### src/rtl/fp_divider32.sv
// fp_divider32: IEEE-754 single-precision divider built on a bit-serial restoring divider.
// Denormal operands flush to signed zero; the quotient is truncated toward zero.
module fp_divider32 (
  input  logic        clk,
  input  logic        rst_n,
  input  logic        start,
  input  logic [31:0] a,
  input  logic [31:0] b,
  output logic        busy,
  output logic        done,
  output logic [31:0] q,
  output logic        div_by_zero,
  output logic        invalid,
  output logic        overflow,
  output logic        underflow
);

  typedef enum logic [1:0] {
    IDLE   = 2'd0,
    DIVIDE = 2'd1,
    NORM   = 2'd2,
    DONE   = 2'd3
  } state_t;

  localparam logic [31:0] QNAN = 32'h7FC0_0000;

  state_t             r_state;
  state_t             w_next;
  logic        [31:0] r_a;
  logic        [31:0] r_b;
  logic        [4:0]  r_cnt;
  logic        [24:0] r_rem;
  logic        [23:0] r_div;
  logic        [24:0] r_quot;
  logic signed [9:0]  r_exp;
  logic               r_busy;
  logic               r_done;
  logic        [31:0] r_q;
  logic               r_div_by_zero;
  logic               r_invalid;
  logic               r_overflow;
  logic               r_underflow;

  logic               w_sign;
  logic               w_a_zero;
  logic               w_b_zero;
  logic               w_a_inf;
  logic               w_b_inf;
  logic               w_a_nan;
  logic               w_b_nan;
  logic               w_special;
  logic        [31:0] w_sp_q;
  logic               w_sp_dbz;
  logic               w_sp_inv;
  logic        [25:0] w_sub;
  logic               w_no_borrow;
  logic        [24:0] w_rem_keep;
  logic signed [9:0]  w_exp_n;
  logic        [22:0] w_frac;
  logic        [31:0] w_norm_q;
  logic               w_norm_ovf;
  logic               w_norm_unf;

  assign busy        = r_busy;
  assign done        = r_done;
  assign q           = r_q;
  assign div_by_zero = r_div_by_zero;
  assign invalid     = r_invalid;
  assign overflow    = r_overflow;
  assign underflow   = r_underflow;

  assign w_sign   = r_a[31] ^ r_b[31];
  assign w_a_zero = (r_a[30:23] == 8'd0);
  assign w_b_zero = (r_b[30:23] == 8'd0);
  assign w_a_inf  = (r_a[30:23] == 8'hFF) && (r_a[22:0] == 23'd0);
  assign w_b_inf  = (r_b[30:23] == 8'hFF) && (r_b[22:0] == 23'd0);
  assign w_a_nan  = (r_a[30:23] == 8'hFF) && (r_a[22:0] != 23'd0);
  assign w_b_nan  = (r_b[30:23] == 8'hFF) && (r_b[22:0] != 23'd0);
  assign w_special = w_a_zero | w_b_zero | w_a_inf | w_b_inf | w_a_nan | w_b_nan;

  // Special-operand result selection (only consumed when w_special is set)
  always_comb begin
    w_sp_q   = 32'd0;
    w_sp_dbz = 1'b0;
    w_sp_inv = 1'b0;
    if (w_a_nan || w_b_nan || (w_a_zero && w_b_zero) || (w_a_inf && w_b_inf)) begin
      w_sp_q   = QNAN;
      w_sp_inv = 1'b1;
    end else if (w_b_zero) begin
      w_sp_q   = {w_sign, 8'hFF, 23'd0};
      w_sp_dbz = ~w_a_inf;
    end else if (w_a_inf) begin
      w_sp_q   = {w_sign, 8'hFF, 23'd0};
    end else begin
      w_sp_q   = {w_sign, 31'd0};
    end
  end

  // Trial subtraction: carry out of rem + ~div + 1 means no borrow
  assign w_sub       = {1'b0, r_rem} + {1'b0, ~{1'b0, r_div}} + 26'd1;
  assign w_no_borrow = w_sub[25];
  assign w_rem_keep  = w_no_borrow ? w_sub[24:0] : r_rem;

  // Normalisation, exponent range check and result packing
  always_comb begin
    w_exp_n    = r_exp + (r_quot[24] ? 10'sd127 : 10'sd126);
    w_frac     = r_quot[24] ? r_quot[23:1] : r_quot[22:0];
    w_norm_ovf = 1'b0;
    w_norm_unf = 1'b0;
    if (w_exp_n >= 10'sd255) begin
      w_norm_q   = {w_sign, 8'hFF, 23'd0};
      w_norm_ovf = 1'b1;
    end else if (w_exp_n <= 10'sd0) begin
      w_norm_q   = {w_sign, 31'd0};
      w_norm_unf = 1'b1;
    end else begin
      w_norm_q   = {w_sign, w_exp_n[7:0], w_frac};
    end
  end

  // Next-state logic
  always_comb begin
    w_next = r_state;
    case (r_state)
      IDLE: begin
        if (start) w_next = DIVIDE;
        else       w_next = IDLE;
      end
      DIVIDE: begin
        if ((r_cnt == 5'd0) && w_special) w_next = DONE;
        else if (r_cnt == 5'd25)          w_next = NORM;
        else                              w_next = DIVIDE;
      end
      NORM:    w_next = DONE;
      DONE:    w_next = IDLE;
      default: w_next = IDLE;
    endcase
  end

  // State register with registered busy/done decoded from the next state
  always_ff @(posedge clk or negedge rst_n) begin
    if (!rst_n) begin
      r_state <= IDLE;
      r_busy  <= 1'b0;
      r_done  <= 1'b0;
    end else begin
      r_state <= w_next;
      r_busy  <= (w_next != IDLE);
      r_done  <= (w_next == DONE);
    end
  end

  // Datapath: capture, classify/setup (count 0), 25 division steps, normalise
  always_ff @(posedge clk or negedge rst_n) begin
    if (!rst_n) begin
      r_a           <= 32'd0;
      r_b           <= 32'd0;
      r_cnt         <= 5'd0;
      r_rem         <= 25'd0;
      r_div         <= 24'd0;
      r_quot        <= 25'd0;
      r_exp         <= 10'sd0;
      r_q           <= 32'd0;
      r_div_by_zero <= 1'b0;
      r_invalid     <= 1'b0;
      r_overflow    <= 1'b0;
      r_underflow   <= 1'b0;
    end else begin
      case (r_state)
        IDLE: begin
          if (start) begin
            r_a           <= a;
            r_b           <= b;
            r_cnt         <= 5'd0;
            r_div_by_zero <= 1'b0;
            r_invalid     <= 1'b0;
            r_overflow    <= 1'b0;
            r_underflow   <= 1'b0;
          end
        end
        DIVIDE: begin
          if (r_cnt == 5'd0) begin
            if (w_special) begin
              r_q           <= w_sp_q;
              r_div_by_zero <= w_sp_dbz;
              r_invalid     <= w_sp_inv;
            end
            r_rem  <= {2'b01, r_a[22:0]};
            r_div  <= {1'b1, r_b[22:0]};
            r_exp  <= $signed({2'b00, r_a[30:23]}) - $signed({2'b00, r_b[30:23]});
            r_quot <= 25'd0;
          end else begin
            r_rem  <= w_rem_keep << 1;
            r_quot <= {r_quot[23:0], w_no_borrow};
          end
          r_cnt <= r_cnt + 5'd1;
        end
        NORM: begin
          r_q         <= w_norm_q;
          r_overflow  <= w_norm_ovf;
          r_underflow <= w_norm_unf;
        end
        default: begin
        end
      endcase
    end
  end

endmodule

### config.mk
export PLATFORM = sky130hd
export DESIGN_NAME = fp_divider32
export DESIGN_NICKNAME = d
export VERILOG_FILES = /design/src/rtl/fp_divider32.sv
export SDC_FILE = /design/constraint.sdc
export NUM_CORES = 1
export LEC_CHECK = 0
export CELL_PAD_IN_SITES_DETAIL_PLACEMENT = 1
export CELL_PAD_IN_SITES_GLOBAL_PLACEMENT = 1
export CORE_ASPECT_RATIO = 0.6
export CORE_MARGIN = 8
export CORE_UTILIZATION = 44
export CTS_CLUSTER_DIAMETER = 150
export DETAILED_ROUTE_END_ITERATION = 12
export PLACE_DENSITY_LB_ADDON = 0.15
export SYNTH_ARGS = -nofsm -noshare
export SYNTH_HDL_FRONTEND = slang
export SYNTH_SLANG_ARGS = --single-unit
### constraint.sdc
create_clock -name clk -period 2.98 [get_ports clk]
set_input_delay 0.447 -clock clk [delete_from_list [all_inputs] [get_ports clk]]
set_output_delay 0.447 -clock clk [all_outputs]
set_load 0.05 [all_outputs]
* Word-level counts from Yosys, hierarchy flattened
Index checks and enable logic that the tools add are counted.
** Word-level totals
- Output and inout bits :: 38
- Bits in registers :: 193
- Bits of input ports :: 67
- Logic and storage cells :: 102
** Cells by class
- Mux-type cells :: 34
- Reduce and logical (&&, ||, !) cells :: 28
- Add/subtract/negate cells :: 5
- Order comparisons :: 2
- Equality and inequality tests :: 10
- Bitwise logic cells :: 8
** Operator list (count)
- $mux 31 :: 4
- $mux 32 :: 3
- $pmux 32 s2 :: 1
- $mux 25 :: 2
- $logic_not 23->1 :: 2
- $reduce_bool 23->1 :: 2
- $add 25x25->26 :: 1
- $add 26x1->26 const B :: 1
- $not 24->25 :: 1
- $mux 24 :: 1
- $mux 23 :: 1
- $eq 8x8->1 const B :: 2
- $logic_not 8->1 :: 2
- $mux 1 :: 13
- $add 10x8->10 :: 1
- $ge 10x9->1 const B :: 1
- $le 10x1->1 const B :: 1
- $pmux 5 s2 :: 1
- $sub 8x8->9 :: 1
- $pmux 1 s2 :: 4
- $pmux 2 s4 :: 1
- $reduce_and 2->1 :: 4
- $reduce_bool 2->1 :: 4
- $logic_and 1x1->1 :: 7
- other kinds (15) :: 26

* Longest topological paths before layout
- Depth after elaboration :: 10
- Mapped depth :: 11
- Mapped depth without buffers :: 11

* Least setup slack after synthesis
No wires, ideal clock.
- Kind :: reg2reg
- Start point :: register r_rem[1]
- End point :: register r_rem[12]
- Arrival time :: 2.516 ns
- Slack :: 0.332 ns
- Period minus slack after synthesis :: 2.648 ns
- Buffers on the path :: 1
- Data required time :: 2.848 ns
- Library setup time :: 0.132 ns
- Stages on the path, launching flop included :: 10
- Cell sequence :: dfrtp_1 > ha_1 > nor2b_1 > o31a_1 > o211ai_1 > nand4b_4 > a311oi_4 > buf_6 > mux2i_1 > o22ai_1
** Between the ends
- Cells in the longest elaborated chain, start to end :: 4
** Ends and longest elaborated chain
- start, declared :: RTL line 32 : logic [24:0] r_rem;
- start signal, assigned :: RTL line 188 : r_rem <= {2'b01, r_a[22:0]};
- start signal, assigned :: RTL line 193 : r_rem <= w_rem_keep << 1;
- $add 25x25->26 :: RTL line 100 : assign w_sub = {1'b0, r_rem} + {1'b0, ~{1'b0, r_div}} + 26'd1;
- $add 26x1->26 :: RTL line 100
- $mux 24 :: RTL line 102 : assign w_rem_keep = w_no_borrow ? w_sub[24:0] : r_rem;
- $mux 25 :: RTL line 182 : if (r_cnt == 5'd0) begin
Every way passes these cells.
A chain may end at the register's enable or synchronous reset.

* Final worst setup path
- Start point :: register r_div[1]
- End point :: register r_rem[1]
** Between the ends
- Cells in the longest elaborated chain, start to end :: 5
** Ends and longest elaborated chain
- start, declared :: RTL line 33 : logic [23:0] r_div;
- start signal, assigned :: RTL line 189 : r_div <= {1'b1, r_b[22:0]};
- $not 24->25 :: RTL line 100
- $add 25x25->26 :: RTL line 100
- $add 26x1->26 :: RTL line 100
- $mux 24 :: RTL line 102
- $mux 25 :: RTL line 182
Every way passes these cells.

==> results.json <==
{
  "status": "finished with violations",
  "violations": "hold timing",
  "ys.flop_type": "dfrtp_1",
  "cp-end-kind": "register",
  "die-width_um": 210.6,
  "ios": 105,
  "critical_path_required_ps": 3350,
  "diodes": 0,
  "drc": 0,
  "reg2reg_to": "r_rem[1]",
  "avgSynthCellArea_um2": 9.033,
  "tns_ps": 0,
  "dieArea_um2": 27960,
  "antenna_left": 0,
  "clk_latency_ps": 450,
  "hold_slack_ps": -2.540,
  "final_nets": 1307,
  "grt_max_degree": 68,
  "root_buffer": "clkbuf_16",
  "ys_ff_latch": 192,
  "cts_tree": "built",
  "dpl.hpwl_um": 22700,
  "place.gp.congestion": 0.9278,
  "dr.pass1.iters": 4,
  "leakagePower_uw": 0.005713,
  "grt_pass1_wl_um": 49560,
  "grt_pass1_vias": 8811,
  "cts-htree-levels": 4,
  "synth_fa_ha_area_share_pct": 5.030,
  "cpPeakStageDelay_ps": 380,
  "critPathKind": "register to register",
  "syn-cell-area_um2": 10000,
  "cts_buffers": 17,
  "post-route-period-util_pct": 94.80,
  "synth_warnings": 0,
  "hold_viol_final": 1,
  "antenna_found_initial": 1,
  "drv_slew": 0,
  "top_layer": "met5",
  "clock_skew_ps": 9.865,
  "rrSetupSlack_ps": 150,
  "pre_cts_slack_ps": 123.5,
  "async_reset_ff_share_pct": 100.0,
  "portBuffers": 104,
  "synth_compound_area_share_pct": 12.27,
  "place_area_um2": 11470,
  "max_freq_ghz": 0.3540,
  "overflow": 0,
  "route.met2.wl_um": 12190,
  "crit_buf_inv": 2,
  "design_area_um2": 12080,
  "critPathTopFamily": "compound AO/OA/AOI/OAI gates",
  "viasPerCell": 5.504,
  "cts_max_path_buffers": 2,
  "cap_violations": 0,
  "core_um2": 22180,
  "ir_worst_vdd_mv": 0.5440,
  "synth_xor_area_share_pct": 2.803,
  "cp_cell_sequence": "inv_1 -> ha_1 -> nor2b_1 -> o31a_1 -> o211ai_1 -> nand4b_4 -> a311oi_4 -> buf_4 -> mux2_2 -> o21ai_0",
  "rsz0062_at_grt": "no",
  "final_critical_path_setup_slack_ps": 155.0,
  "clk_pin_slew_ps": 70,
  "yosysSeqAreaShare_pct": 48.05,
  "syn_inst": 1107,
  "synth.distinct_cells": 66,
  "clock_sinks": 192,
  "postCtsHoldBufs": 0,
  "grt_use_total_pct": 22.27,
  "synth_top_family_by_area": "simple AND/OR/NAND/NOR gates",
  "wirelength_um": 30230,
  "area_growth_pct": 20.80,
  "syn_nets": 1213,
  "reg2reg_from": "r_div[1]",
  "hold_path.class": "input port to async pin",
  "wire_per_inst_um": 19.86,
  "drt_iter0_markers": 569,
  "crit_fanout": 6,
  "cp-endpoint": "r_rem[1]",
  "slowest_stage": "dfrtp_1",
  "maxSlewHeadroom_pct": 41.42,
  "critPathLaunchType": "register",
  "p_per_area_nw_per_um2": 1371,
  "synth_mux_area_share_pct": 6.306,
  "row_count": 42,
  "die_h_um": 132.8,
  "min_period_ps": 2825,
  "startpoint": "r_div[1]",
  "synth_simple_gate_area_share_pct": 21.27,
  "wl_met3_um": 1518,
  "setup_violations": 0,
  "arrival_ps": 3190,
  "synth_edf_count": 0,
  "tightest_slew_ps": 870.6,
  "initial_core_util_pct": 45.09,
  "worstRegToRegCells": 10,
  "dr_total_vias": 8377,
  "critical_path_cell_count": 10,
  "drt-met1-wl_um": 16200,
  "layout-drive-gt1-share_pct": 7.908
}
-- synthesized netlist by cell type, types with 3 or more instances --
cell,count,area [um^2]
nand2_1,314,1179
dfrtp_1,192,4805
o21ai_0,71,355.3
inv_1,56,210.2
clkbuf_1,47,176.4
a21oi_1,45,225.2
ha_1,37,462.9
nand3_1,37,185.2
nor2_1,37,138.9
mux2i_1,36,360.4
mux2_2,24,270.3
and3_1,23,143.9
xor2_1,18,157.7
nor4_1,15,93.84
xnor2_1,14,122.6
a21o_1,13,97.59
nand4_1,11,68.82
o211ai_1,11,82.58
o22ai_1,10,62.56
nor2b_1,6,37.54
nor3_1,6,30.03
nand2b_1,5,31.28
o31ai_1,5,37.54
a211oi_1,4,30.03
a21boi_0,4,30.03
a31oi_1,4,25.02
o21a_1,4,30.03
o21bai_1,4,30.03
a22o_1,3,26.28
and2_1,3,18.77
buf_2,3,15.01
nor3b_1,3,22.52
or4_1,3,22.52
-- logic make-up after synthesis --
group | Yosys count
adder cells (fa/ha/maj) | 39
AO/OA/AOI/OAI | 196
buffers and inverters | 110
AND/OR/NAND/NOR | 478
flip-flops | 192
multiplexers | 60
XOR/XNOR | 32
-- stage by stage --
| step | utilization [%] | std cells | hold WS (ps) | total power [uW] |
|---|---|---|---|---|
| after detailed placement | 51.70 | 1488 | 475.6 | 14090 |
| after global placement | 51.70 | 1488 | 461.1 | 13710 |
| after CTS | 54.20 | 1520 | 9.460 | 16390 |
| after global routing | 54.47 | 1522 | 26.88 | 17790 |
| after floorplan | - | 1107 | 151.4 | 11090 |
| final | 54.47 | 1522 | -2.540 | 16560 |
-- metal layers --
layer  vias to the layer above  track usage [%]
li1                       3970                -
met3                        26            5.470
met4                         2            5.035
met5                         -                0
met2                       171            30.17
met1                      4208            34.58
-- how the worst min path moves through the flow --
stage,from,endpoint,slack [ps],depth (start not counted)
after global routing,rst_n,r_a[9],30,1
after detailed placement,q[15],q[15],480,2
after global placement,r_div[23],r_div[23],460,2
final,rst_n,r_a[9],-3,1
after floorplan,rst_n,busy,150,0
after CTS,rst_n,r_a[9],9,1
-- placed cells by master (no fill, tap or decap), drive strengths merged, types with 11 or more instances in the layout --
| cell | netlist | final |
|---|---|---|
| nand2 | 314 | 314 |
| dfrtp | 192 | 192 |
| clkdlybuf4s50 | 0 | 103 |
| o21ai | 72 | 72 |
| inv | 56 | 58 |
| a21oi | 45 | 45 |
| nor2 | 37 | 37 |
| nand3 | 37 | 37 |
| ha | 37 | 37 |
| mux2i | 36 | 36 |
| clkbuf | 49 | 26 |
| buf | 5 | 25 |
| mux2 | 24 | 24 |
| and3 | 23 | 23 |
| xor2 | 18 | 18 |
| nor4 | 16 | 16 |
| xnor2 | 14 | 14 |
| a21o | 13 | 13 |
| nand4 | 11 | 11 |
| o211ai | 11 | 11 |
-- final cells by class --
cell class                      count  area [um^2]
Fill cell                        2586        10100
Multi-Input combinational cell    805         4818
Sequential cell                   192         4805
Timing Repair Buffer              129         1308
Clock buffer                       25        475.5
Tap cell                          308        385.4
Inverter                           56        210.2
Clock inverter                      7        77.57
-- power breakdown --
group / total, uW / switching (uW) / internal [uW]
logic: 9320 / 5580 / 3740
registers: 5020 / 1170 / 3850
clock network: 2230 / 1020 / 1200
total: 16600 / 7770 / 8790
-- repair_timing --
item,CTS,global route
endpoints found under the hold margin,0,0
resized for setup,0,8
setup endpoints to repair,0,10
setup buffers,0,2
-- registers in the layout, indices dropped and copies added, names as in the netlist --
register     flops
done             1
r_quot          25
r_a             32
r_cnt            5
q               32
overflow         1
div_by_zero      1
r_b             32
invalid          1
r_state          2
underflow        1
busy             1
r_exp            9
r_rem           25
r_div           24
-- worst register-to-register path, delay by kind of cell, from the launching register on --
family | cells | cell delay (ps)
mux | 1 | 340
compound gates | 4 | 1160
simple gates | 2 | 310
flops | 1 | 380
buf+inv | 2 | 330
fa+ha+maj | 1 | 240
(Power assumes the default switching activity.)
